==> config.mk <==
export PLATFORM = sky130hd
export DESIGN_NAME = ifu_fetch
export DESIGN_NICKNAME = d
export VERILOG_FILES = /design/src/rtl/ifu_fetch.sv
export SDC_FILE = /design/constraint.sdc
export NUM_CORES = 1
export LEC_CHECK = 0
export BUFFER_PORTS_ARGS = -buffer_cell sky130_fd_sc_hd__buf_2
export CAP_MARGIN = 20
export CORE_MARGIN = 3
export CORE_UTILIZATION = 30
export CTS_BUF_LIST = sky130_fd_sc_hd__clkbuf_2 sky130_fd_sc_hd__clkbuf_4 sky130_fd_sc_hd__clkbuf_8
export CTS_CLUSTER_DIAMETER = 200
export CTS_CLUSTER_SIZE = 20
export DETAILED_ROUTE_END_ITERATION = 16
export PLACE_DENSITY = 0.62
export SETUP_SLACK_MARGIN = 0.3
export SLEW_MARGIN = 20
export SYNTH_ARGS = -nofsm -noshare
export SYNTH_HDL_FRONTEND = slang
export SYNTH_SLANG_ARGS = --single-unit
==> constraint.sdc <==
create_clock -name clk -period 3.87 [get_ports clk]
set_input_delay 0.1935 -clock clk [delete_from_list [all_inputs] [get_ports clk]]
set_output_delay 0.1935 -clock clk [all_outputs]
set_load 0.05 [all_outputs]
==> src/rtl/ifu_fetch.sv <==
// rtl/ifu_fetch.sv - instruction fetch unit: PC sequencing, imem handshake, held-instruction handoff
// Optional macro IFU_ALIGN_CHECK_EN: a misaligned next-PC halts the unit and sets misalign.
// When the macro is undefined, the low two bits of the next-PC are forced to zero.
module ifu_fetch #(
  parameter logic [31:0] RESET_PC = 32'h0000_3000
) (
  input  logic        clk,
  input  logic        reset,
  output logic        imem_req,
  output logic [31:0] imem_addr,
  input  logic        imem_ack,
  input  logic [31:0] imem_rdata,
  output logic [31:0] instr,
  output logic        instr_valid,
  input  logic        instr_ready,
  output logic [31:0] pc,
  output logic [31:0] pc4,
  input  logic [2:0]  npc_op,
  input  logic        br_taken,
  input  logic [31:0] rs_data,
  output logic        misalign
);

  localparam logic [1:0] BOOT  = 2'd0;
  localparam logic [1:0] FETCH = 2'd1;
  localparam logic [1:0] HOLD  = 2'd2;
  localparam logic [1:0] HALT  = 2'd3;

  logic [1:0]  state;
  logic [31:0] br_off;
  logic [31:0] npc_raw;
  logic [31:0] npc;

  assign imem_req    = (state == FETCH);
  assign imem_addr   = pc;
  assign instr_valid = (state == HOLD);
  assign pc4         = pc + 32'd4;

  // Next-PC selection from the decoder code; only consumed in the retire cycle.
  always_comb begin
    br_off  = {{14{instr[15]}}, instr[15:0], 2'b00};
    npc_raw = pc4;
    case (npc_op)
      3'b001:         npc_raw = br_taken ? (pc4 + br_off) : pc4;
      3'b010, 3'b011: npc_raw = {pc[31:28], instr[25:0], 2'b00};
      3'b100:         npc_raw = rs_data;
      default:        npc_raw = pc4;
    endcase
  end

`ifdef IFU_ALIGN_CHECK_EN
  assign npc = npc_raw;

  // Fetch sequencer; a misaligned target freezes pc and parks the unit in HALT.
  always_ff @(posedge clk or posedge reset) begin
    if (reset) begin
      state    <= BOOT;
      pc       <= RESET_PC;
      instr    <= '0;
      misalign <= 1'b0;
    end else begin
      case (state)
        BOOT:  state <= FETCH;
        FETCH: if (imem_ack) begin
                 instr <= imem_rdata;
                 state <= HOLD;
               end
        HOLD:  if (instr_ready) begin
                 if (|npc[1:0]) begin
                   misalign <= 1'b1;
                   state    <= HALT;
                 end else begin
                   pc    <= npc;
                   state <= FETCH;
                 end
               end
        HALT:  state <= HALT;
      endcase
    end
  end
`else
  assign npc      = npc_raw & 32'hFFFF_FFFC;
  assign misalign = 1'b0;

  // Fetch sequencer; targets are word-aligned so HALT is never entered.
  always_ff @(posedge clk or posedge reset) begin
    if (reset) begin
      state <= BOOT;
      pc    <= RESET_PC;
      instr <= '0;
    end else begin
      case (state)
        BOOT:  state <= FETCH;
        FETCH: if (imem_ack) begin
                 instr <= imem_rdata;
                 state <= HOLD;
               end
        HOLD:  if (instr_ready) begin
                 pc    <= npc;
                 state <= FETCH;
               end
        HALT:  state <= HALT;
      endcase
    end
  end
`endif

endmodule

=== Yosys cells after proc, flatten, opt, wreduce, memory -nomap -nowiden ===
Index checks and enable logic that the tools add are counted.

* Register bits: 64
* Output and inout bits: 131

* $add $sub $neg: 2
* Equal/unequal tests: 9
* Multiplexer cells: 5
* Bitwise logic cells: 1
* Reduce and logical (&&, ||, !) cells: 6

{| class="wikitable"
|+ Operators with widths
! cell !! count
|-
| 32-bit case mux with 3 select lines || 1
|-
| 32-bit by 3-bit adder with 32-bit output, second input constant || 1
|-
| 32-bit adder || 1
|-
| 32-bit 2-to-1 mux || 1
|-
| 2-bit case mux with 4 select lines || 1
|-
| 3-bit by 2-bit == test with 1-bit output, second input constant || 2
|-
| 2-bit AND reduction || 3
|-
| 2-bit == test, second input constant || 2
|-
| 2-bit 2-to-1 mux || 2
|-
| 2-bit by 1-bit != test with 1-bit output, second input constant || 2
|-
| 3-bit by 1-bit == test with 1-bit output, second input constant || 1
|-
| 3-bit == test, second input constant || 1
|-
| 3-bit AND reduction || 1
|-
| 2-bit by 1-bit == test with 1-bit output, second input constant || 1
|-
| 2-bit zero test || 1
|-
| 2-bit OR reduction || 1
|-
| 1-bit inverter || 1
|}

=== Longest topological paths before layout ===
Gate-level depths: netlist (run 1).

* Depth in word-level cells: 4
* Mapped depth: 17
* Depth with buffers taken out: 16

=== Least setup slack after synthesis (run 1) ===
OpenSTA, ideal clock, no wires.

* Path kind: flip-flop to flip-flop
* From: register pc[3] (netlist: imem_addr[3])
* To: register pc[31] (netlist: imem_addr[31])
* Library setup time: 0.121 ns
* Arrival time: 5.059 ns
* Required time: 3.749 ns
* Slack: -1.310 ns
* Cell stages (with the launch flop): 18
* Path buffers: 1
* Clock period less this slack: 5.180 ns
* Path through: dfrtp_1 ha_1 nand3_2 nor4b_4 and2_1 nand3_1 xnor2_1 ha_1 buf_2 a21oi_1 nor2_1 o31a_1 o211a_1 a211oi_2 o21ai_0 a2111oi_2 o21a_1 o21ai_1

* Word-level cells in the longest chain between the ends: 4

{| class="wikitable"
|+ RTL lines
! what !! line !! source
|-
| start, declared || 16 || <nowiki>output logic [31:0] pc,</nowiki>
|-
| start signal, assigned || 99 || <nowiki>pc <= npc;</nowiki>
|-
| 32-bit by 3-bit adder with 32-bit output || 37 || <nowiki>assign pc4 = pc + 32'd4;</nowiki>
|-
| via pc4[24] || 17 || <nowiki>output logic [31:0] pc4,</nowiki>
|-
| 32-bit adder || 44 || <nowiki>3'b001: npc_raw = br_taken ? (pc4 + br_off) : pc4;</nowiki>
|-
| 32-bit 2-to-1 mux || 44 ||
|-
| 32-bit case mux with 3 select lines || 43 || <nowiki>case (npc_op)</nowiki>
|}

The timed path passes the listed nets, and every way through them passes these cells.
A chain may end at the register's enable or synchronous reset.

=== Worst setup path in the final report (run 1) ===
* From: register pc[12] (netlist: imem_addr[12])
* To: register pc[29] (netlist: imem_addr[29])

* Word-level cells in the longest chain between the ends: 4

{| class="wikitable"
|+ RTL lines
! what !! line
|-
| 32-bit by 3-bit adder with 32-bit output * || 37
|-
| 32-bit adder || 44
|-
| 32-bit 2-to-1 mux || 44
|-
| 32-bit case mux with 3 select lines * || 43
|}

Every way passes the cells marked *; elsewhere a longest branch is shown, timed or not.

==> summary.txt, run 1 <==
Min path
  – Hold Path Class: in -> reg
  – Hold Path Stages: 2

Global route
  – Gr usage total: 19.26%
  – First-pass GRT wire length: 32.57 mm
  – Largest net degree at the start of global routing: 40
  – Grt ovf: 0
  – Initial antenna violation count: 0
  – Vias in the first global route: 5,839

CTS
  – Clock sink count: 64
  – TritonCTS clock tree: done
  – Clk buf depth: 2
  – Clk Latency, worst-skew pair: 0.38 ns
  – Root Driver: clkbuf_8
  – Max H-tree Level: 3
  – Clock transition at path regs: around 0.090 ns
  – CTS Buf Count: 9

Critical path
  – FF-to-FF path depth: 15
  – CP Launch Type: flip-flop
  – Worst Path Max Fanout: 6
  – Nature of the critical path endpoint: flip-flop
  – Setup CP Type: reg -> reg
  – Worst EP required: between 4 and 5 ns
  – Crit path DAT: slightly below 4 ns

Synth
  – Gate Count Post-Synth: 678
  – Post-synth top area share: 26.59%
  – Number of flops mapped to enable cells by yosys: 0
  – Seq cells post-synth: 64
  – Syn_area_per_cell: 8.605 µm²
  – Post-synth top area cell: dfrtp_1
  – Distinct cells, synth: 73
  – Seq/Total Area, Yosys: 27.49%
  – Ys Warns: 0
  – Ys async rst share: 100.0%
  – Largest cells by area after synthesis: dfrtp_1, ha_1, mux2_2
  – Synth Flop Type: dfrtp_1
  – Post-Syn Area: 0.005834 mm²

STA
  – Final hold viol count: 0
  – Slew headroom: 45.96%
  – Final setup margin: 0.2015 ns
  – Number of setup violations in the final report: 0
  – Worst slew pin tran: 0.8101 ns
  – Tmin final: 3.669 ns
  – Final clock skew: 0.01001 ns
  – Max-slew violation count: 0
  – RSZ-0062 raised after global routing: yes
  – Fmax: 272.6 MHz
  – Tcrit/Tclk final: 94.79%

Floorplan
  – FP Rows: 50
  – Die Wd: ~150 µm
  – DIE AREA: 0.02116 mm²
  – Top Ports: 203
  – Core Region: 0.01889 mm²
  – Die height: 145.5 µm
  – Starting Density: 30.88%

Layout
  – Antenna Diode Count: 0
  – Reg area: 0.001634 mm²
  – Area of the multi-input gates: around 0.0045 mm²
  – Layout cells sized above 1: 48.51%
  – Area Overhead vs Synth: 43.11%
  – Fillers: 1,908
  – Nets: 1,011

Detailed routing
  – Routed WL per cell: around 18 µm
  – Iter 0 DRT Violations: ~440
  – Post-route DRC: 0
  – Routed WL: 21.11 mm
  – Vias per std cell: 5.157
  – Initial DRT Pass Iterations: 5
  – Vias: 6,029
  – DRT antenna net count: 0

Place
  – GPL Wtd Cong: 0.9233
  – HPWL after DPL: 16.07 mm
  – Placement Setup Slack: 0.06180 ns
  – Port bufs: 193

Status
  – Status: finished, final reports clean

Job
  – Max cap viols: 0
-- worst paths after layout --
| path | startpoint | to | slack [ns] |
|---|---|---|---|
| setup / recovery | imem_addr[12] | imem_addr[29] | 0.20 |
| hold / removal | instr_ready | state[1] | 0.03 |
| setup reg to reg | imem_addr[12] | imem_addr[29] | 0.20 |
| hold reg to reg | instr[30] | instr[30] | 0.50 |
| max in group asynchronous | reset | imem_addr[16] | 2.43 |
| min in group asynchronous | reset | instr[26] | 0.43 |
-- flip-flops by register name (all words and copies together) (netlist names) --
name       flops
instr         32
imem_addr     30
state          2
-- cell usage in the layout, fill, tap and decap left out, types with 15 or more instances in the layout --
cell type,count
a21oi_1,52
a221oi_1,20
buf_2,193
buf_4,82
dfrtp_1,44
dfrtp_2,18
ha_1,21
inv_1,25
mux2_2,32
nand2_1,39
nand3_1,15
nor2_1,60
o21ai_0,26
-- per-layer routing --
metal	routed length [µm]	track usage [%]
met3	1192	3.550
met4	278	3.799
met5	0	0
met2	10020	32.11
met1	9615	26.32
-- cell families after synthesis --
group	count (synthesis)	synth area share, %
AO/OA/AOI/OAI	204	24.00
AND/OR/NAND/NOR	198	18.16
buffers and inverters	93	8.492
flip-flops	64	27.49
XOR/XNOR	51	7.978
adder cells (fa/ha/maj)	35	7.635
multiplexers	32	6.176
other	1	0.06427
-- layout make-up --
class                      instances  share of cell area [%]
multi-input combinational        527                   53.86
sequential                        64                   19.57
timing repair buffer             276                   19.06
tap                              260                   3.896
clock buffer                       9                   1.484
inverter                          26                   1.169
clock inverter                     7                  0.9591
-- metrics by stage --
step | area [µm²] | TNS (ns) | hold slack, ns | utilization, % | std cells
6_report | 8349 | 0 | 0.03329 | 44.19 | 1169
5_1_grt | 8349 | 0 | 0.01412 | 44.19 | 1169
4_1_cts | 8168 | 0 | 0.002496 | 43.23 | 1161
3_5_place_dp | 7699 | 0 | 0.3021 | 40.75 | 1127
3_3_place_gp | 7699 | 0 | 0.2997 | 40.75 | 1127
2_1_floorplan | 6376 | -0.7151 | 0.2833 | - | 684
-- synthesized netlist by cell type (4+ instances only) --
| cell type | count |
|---|---|
| nor2_1 | 64 |
| dfrtp_1 | 62 |
| a21oi_1 | 56 |
| nand2_1 | 42 |
| buf_4 | 38 |
| ha_1 | 34 |
| mux2_2 | 32 |
| o21ai_0 | 32 |
| inv_1 | 26 |
| xnor2_1 | 25 |
| xor2_1 | 25 |
| clkbuf_1 | 24 |
| a221oi_1 | 20 |
| nand3_1 | 18 |
| a21o_1 | 12 |
| a221o_1 | 12 |
| nor3_1 | 11 |
| a31oi_1 | 10 |
| o21a_1 | 8 |
| and2_1 | 7 |
| and3_1 | 7 |
| and4_1 | 7 |
| nand4_1 | 6 |
| nor2b_1 | 6 |
| o22ai_1 | 6 |
| a211oi_1 | 5 |
| nand2b_1 | 5 |
| o22a_1 | 5 |
| o31a_1 | 5 |
| o21ai_1 | 4 |
-- critical path, cell delays in order, from the launching register on --
cell and delay [ns]:
dfstp_4 0.63, nand4_4 0.16, nor4b_4 0.39, and2_4 0.25
nand2_2 0.10, xnor2_4 0.19, ha_4 0.25, a21o_1 0.19
nand3_1 0.09, nand2_2 0.09, or2_4 0.24, o31a_1 0.12
and3_4 0.16, o31a_1 0.26, or4_1 0.39, o21ai_1 0.08
-- timing repair --
item | CTS | global route
endpoints found under the hold margin | 25 | 0
setup endpoints to repair | 10 | 10
hold buffers | 1 | 0
pin swaps | 34 | 21
gates resized for setup | 24 | 21
gates cloned | 0 | 0
setup buffers | 17 | 8
Power of run 1 is not shown: default switching activity piles up to over one toggle a cycle in this logic, so the estimate is an artifact.
==> inputs of run 2 (changes only) <==
ABC_CLOCK_PERIOD_IN_PS = 3870   (was unset)
CORE_ASPECT_RATIO = 1.5   (was unset)
CORE_MARGIN = 8   (was 3)
==> run 2 against run 1 <==
- the flow now finishes with violations (hold timing)
- highest routed layer unchanged
- utilization about the same
- flip-flop and latch count did not move
- worst setup slack gained 0.017 ns
- design area is 0.90% higher
- first-iteration DRC count is 31% lower
- critical path type unchanged
- hold slack lost 0.050 ns
- global-route usage down 0.79 points
==> summary.txt, run 2 (synthesis results as in run 1) <==
Status
  – Status: finished, violations left
  – Failing checks: hold timing

CTS
  – CTS Buf Count: 9 (unchanged)
  – Clock transition at path regs: 0.08 ns (about the same)
  – Clock sink count: 64 (unchanged)
  – Root Driver: clkbuf_8
  – TritonCTS clock tree: done
  – Clk buf depth: 2 (unchanged)
  – Max H-tree Level: 3 (unchanged)
  – Clk Latency, worst-skew pair: 0.37 ns (about the same)

Critical path
  – CP Launch Type: flip-flop
  – Worst EP required: 4.11 ns (-0.07 ns)
  – Nature of the critical path endpoint: flip-flop
  – Crit path DAT: 3.89 ns (-0.09 ns)
  – Crit-path leading delay family: compound AO/OA/AOI/OAI gates
  – Reg-to-reg critical path endpoint: imem_addr[30]
  – Reg2Reg Setup Slack: 0.22 ns (+0.02 ns)
  – FF-to-FF path depth: 14 (-1)
  – Setup CP Type: reg -> reg
  – WP buf/inv: 2 (+2)
  – Slowest cell on crit path: dfstp_4
  – Worst R2R Start: imem_addr[13]
  – Largest stage delay, worst path: 0.63 ns (about the same)
  – CP dominant cell by count: buf_4
  – Worst Path Max Fanout: 6 (unchanged)
  – CP cell instances: nand4_4, nor4b_4, buf_4, nand3_4, xnor2_4, ha_1, buf_4, a21o_1, a21oi_1, o21ai_1, a221o_1, or4_1, a31oi_2, a311oi_1

Floorplan
  – Die height: 186.8 µm (+28%)
  – Die Wd: 129.9 µm (-11%)
  – Core Region: 0.01908 mm² (+1.0%)
  – DIE AREA: 0.02426 mm² (+15%)
  – Starting Density: 30.57% (-0.31 points)
  – Top Ports: 203 (unchanged)
  – FP Rows: 62 (+24%)

Global route
  – Vias in the first global route: 6,392 (+9.5%)
  – Largest net degree at the start of global routing: 46 (+15%)
  – Grt ovf: 0 (unchanged)
  – First-pass GRT wire length: 34.85 mm (+7.0%)
  – Initial antenna violation count: 0 (unchanged)
  – Gr usage total: 18.48% (-0.79 points)

Detailed routing
  – Routed WL: 22.55 mm (+6.8%)
  – Post-route DRC: 0 (unchanged)
  – Vias: 6,140 (+1.8%)
  – Initial DRT Pass Iterations: 4 (-1)
  – Routed WL per cell: 19.13 µm (+5.9%)
  – Iter 0 DRT Violations: 300 (-31%)
  – DRT antenna net count: 0 (unchanged)
  – Vias per std cell: 5.208 (+0.98%)

Layout
  – Layout cells sized above 1: 48.65% (+0.13 points)
  – Nets: 1,025 (+1.4%)
  – Largest register by flop count: instr
  – Antenna Diode Count: 0 (unchanged)
  – Final Util: 44.15% (-0.047 points)
  – Area Overhead vs Synth: 44.39%
  – Most frequent cells in the layout: buf_2, buf_4, nor2_1
  – Largest register FFs: 32 (unchanged)
  – Commonest non-fill, non-tap cell in the layout: buf_2

STA
  – Max-slew violation count: 0 (unchanged)
  – Hold Slack: -0.01667 ns (-0.04996 ns)
  – Fmax: 273.8 MHz (+0.46%)
  – Worst slew pin tran: 1.001 ns (+0.1913 ns)
  – Number of setup violations in the final report: 0 (unchanged)
  – Final clock skew: 0.01281 ns (+0.002798 ns)
  – Final hold viol count: 31 (+31)
  – Tmin final: 3.652 ns (-0.01677 ns)
  – Final setup TNS: 0 ns (unchanged)
  – Slew headroom: 33.24% (-13 points)
  – Tcrit/Tclk final: 94.36% (-0.43 points)
  – RSZ-0062 raised after global routing: yes

Place
  – Port bufs: 193 (unchanged)
  – HPWL after DPL: 17.38 mm (+8.1%)
  – GPL Wtd Cong: 0.9397 (+1.8%)

Min path
  – Hold Path Class: in -> async

Job
  – Max cap viols: 0 (unchanged)
run 2: worst max-delay path by stage:
stage / end / startpoint / cells after the start / slack, ns
global placement: imem_addr[27] / imem_addr[12] / 14 / 0.14
finish: imem_addr[30] / imem_addr[13] / 14 / 0.22
CTS: imem_addr[30] / imem_addr[13] / 14 / 0.17
detailed placement: imem_addr[30] / imem_addr[12] / 15 / 0.07
global route: imem_addr[31] / imem_addr[13] / 15 / 0.03
floorplan: imem_addr[31] / imem_addr[12] / 16 / -0.22
run 2: final cells by class:
type                    count  area [µm²]
clock inverters             4       52.55
flip-flops and latches     64        1633
fillers                  1990       10660
well taps                 256       320.3
inverters                  26       98.84
multi-input cells         527        4467
repair buffers            290        1694
clock buffers              12       158.9
run 2: metrics by stage:
stage                     worst slack (ns)  instances  instance area (µm²)
after floorplan                    -0.2224        684                 6376
after global placement              0.1425       1145                 7854
after detailed placement           0.07249       1145                 7854
after CTS                           0.1704       1174                 8298
after global routing               0.03239       1179                 8424
final                               0.2183       1179                 8424
run 2: per-layer routing:
| metal | global-route usage [%] | wire length [µm] | up-vias |
|---|---|---|---|
| li1 | - | - | 2931 |
| met1 | 20.21 | 8646 | 2955 |
| met2 | 33.21 | 11800 | 207 |
| met3 | 3.339 | 1204 | 47 |
| met4 | 8.703 | 898 | 0 |
| met5 | 0 | 0 | - |
run 2: worst register-to-register path: stages, from the launching register on:
cell,delay [ns]
dfstp_4,0.63
nand4_4,0.18
nor4b_4,0.29
buf_4,0.17
nand3_4,0.12
xnor2_4,0.17
ha_1,0.33
buf_4,0.17
a21o_1,0.16
a21oi_1,0.13
o21ai_1,0.11
a221o_1,0.37
or4_1,0.42
a31oi_2,0.22
a311oi_1,0.06
run 2: what timing repair did:
action | CTS | global route
gates resized for setup | 24 | 19
pin swaps | 26 | 13
cloned | 0 | 0
hold buffers | 0 | 0
hold endpoints to repair | 0 | 0
setup buffers | 13 | 5
endpoints found under the setup margin | 7 | 12
Power of run 2 is left out for the same reason.
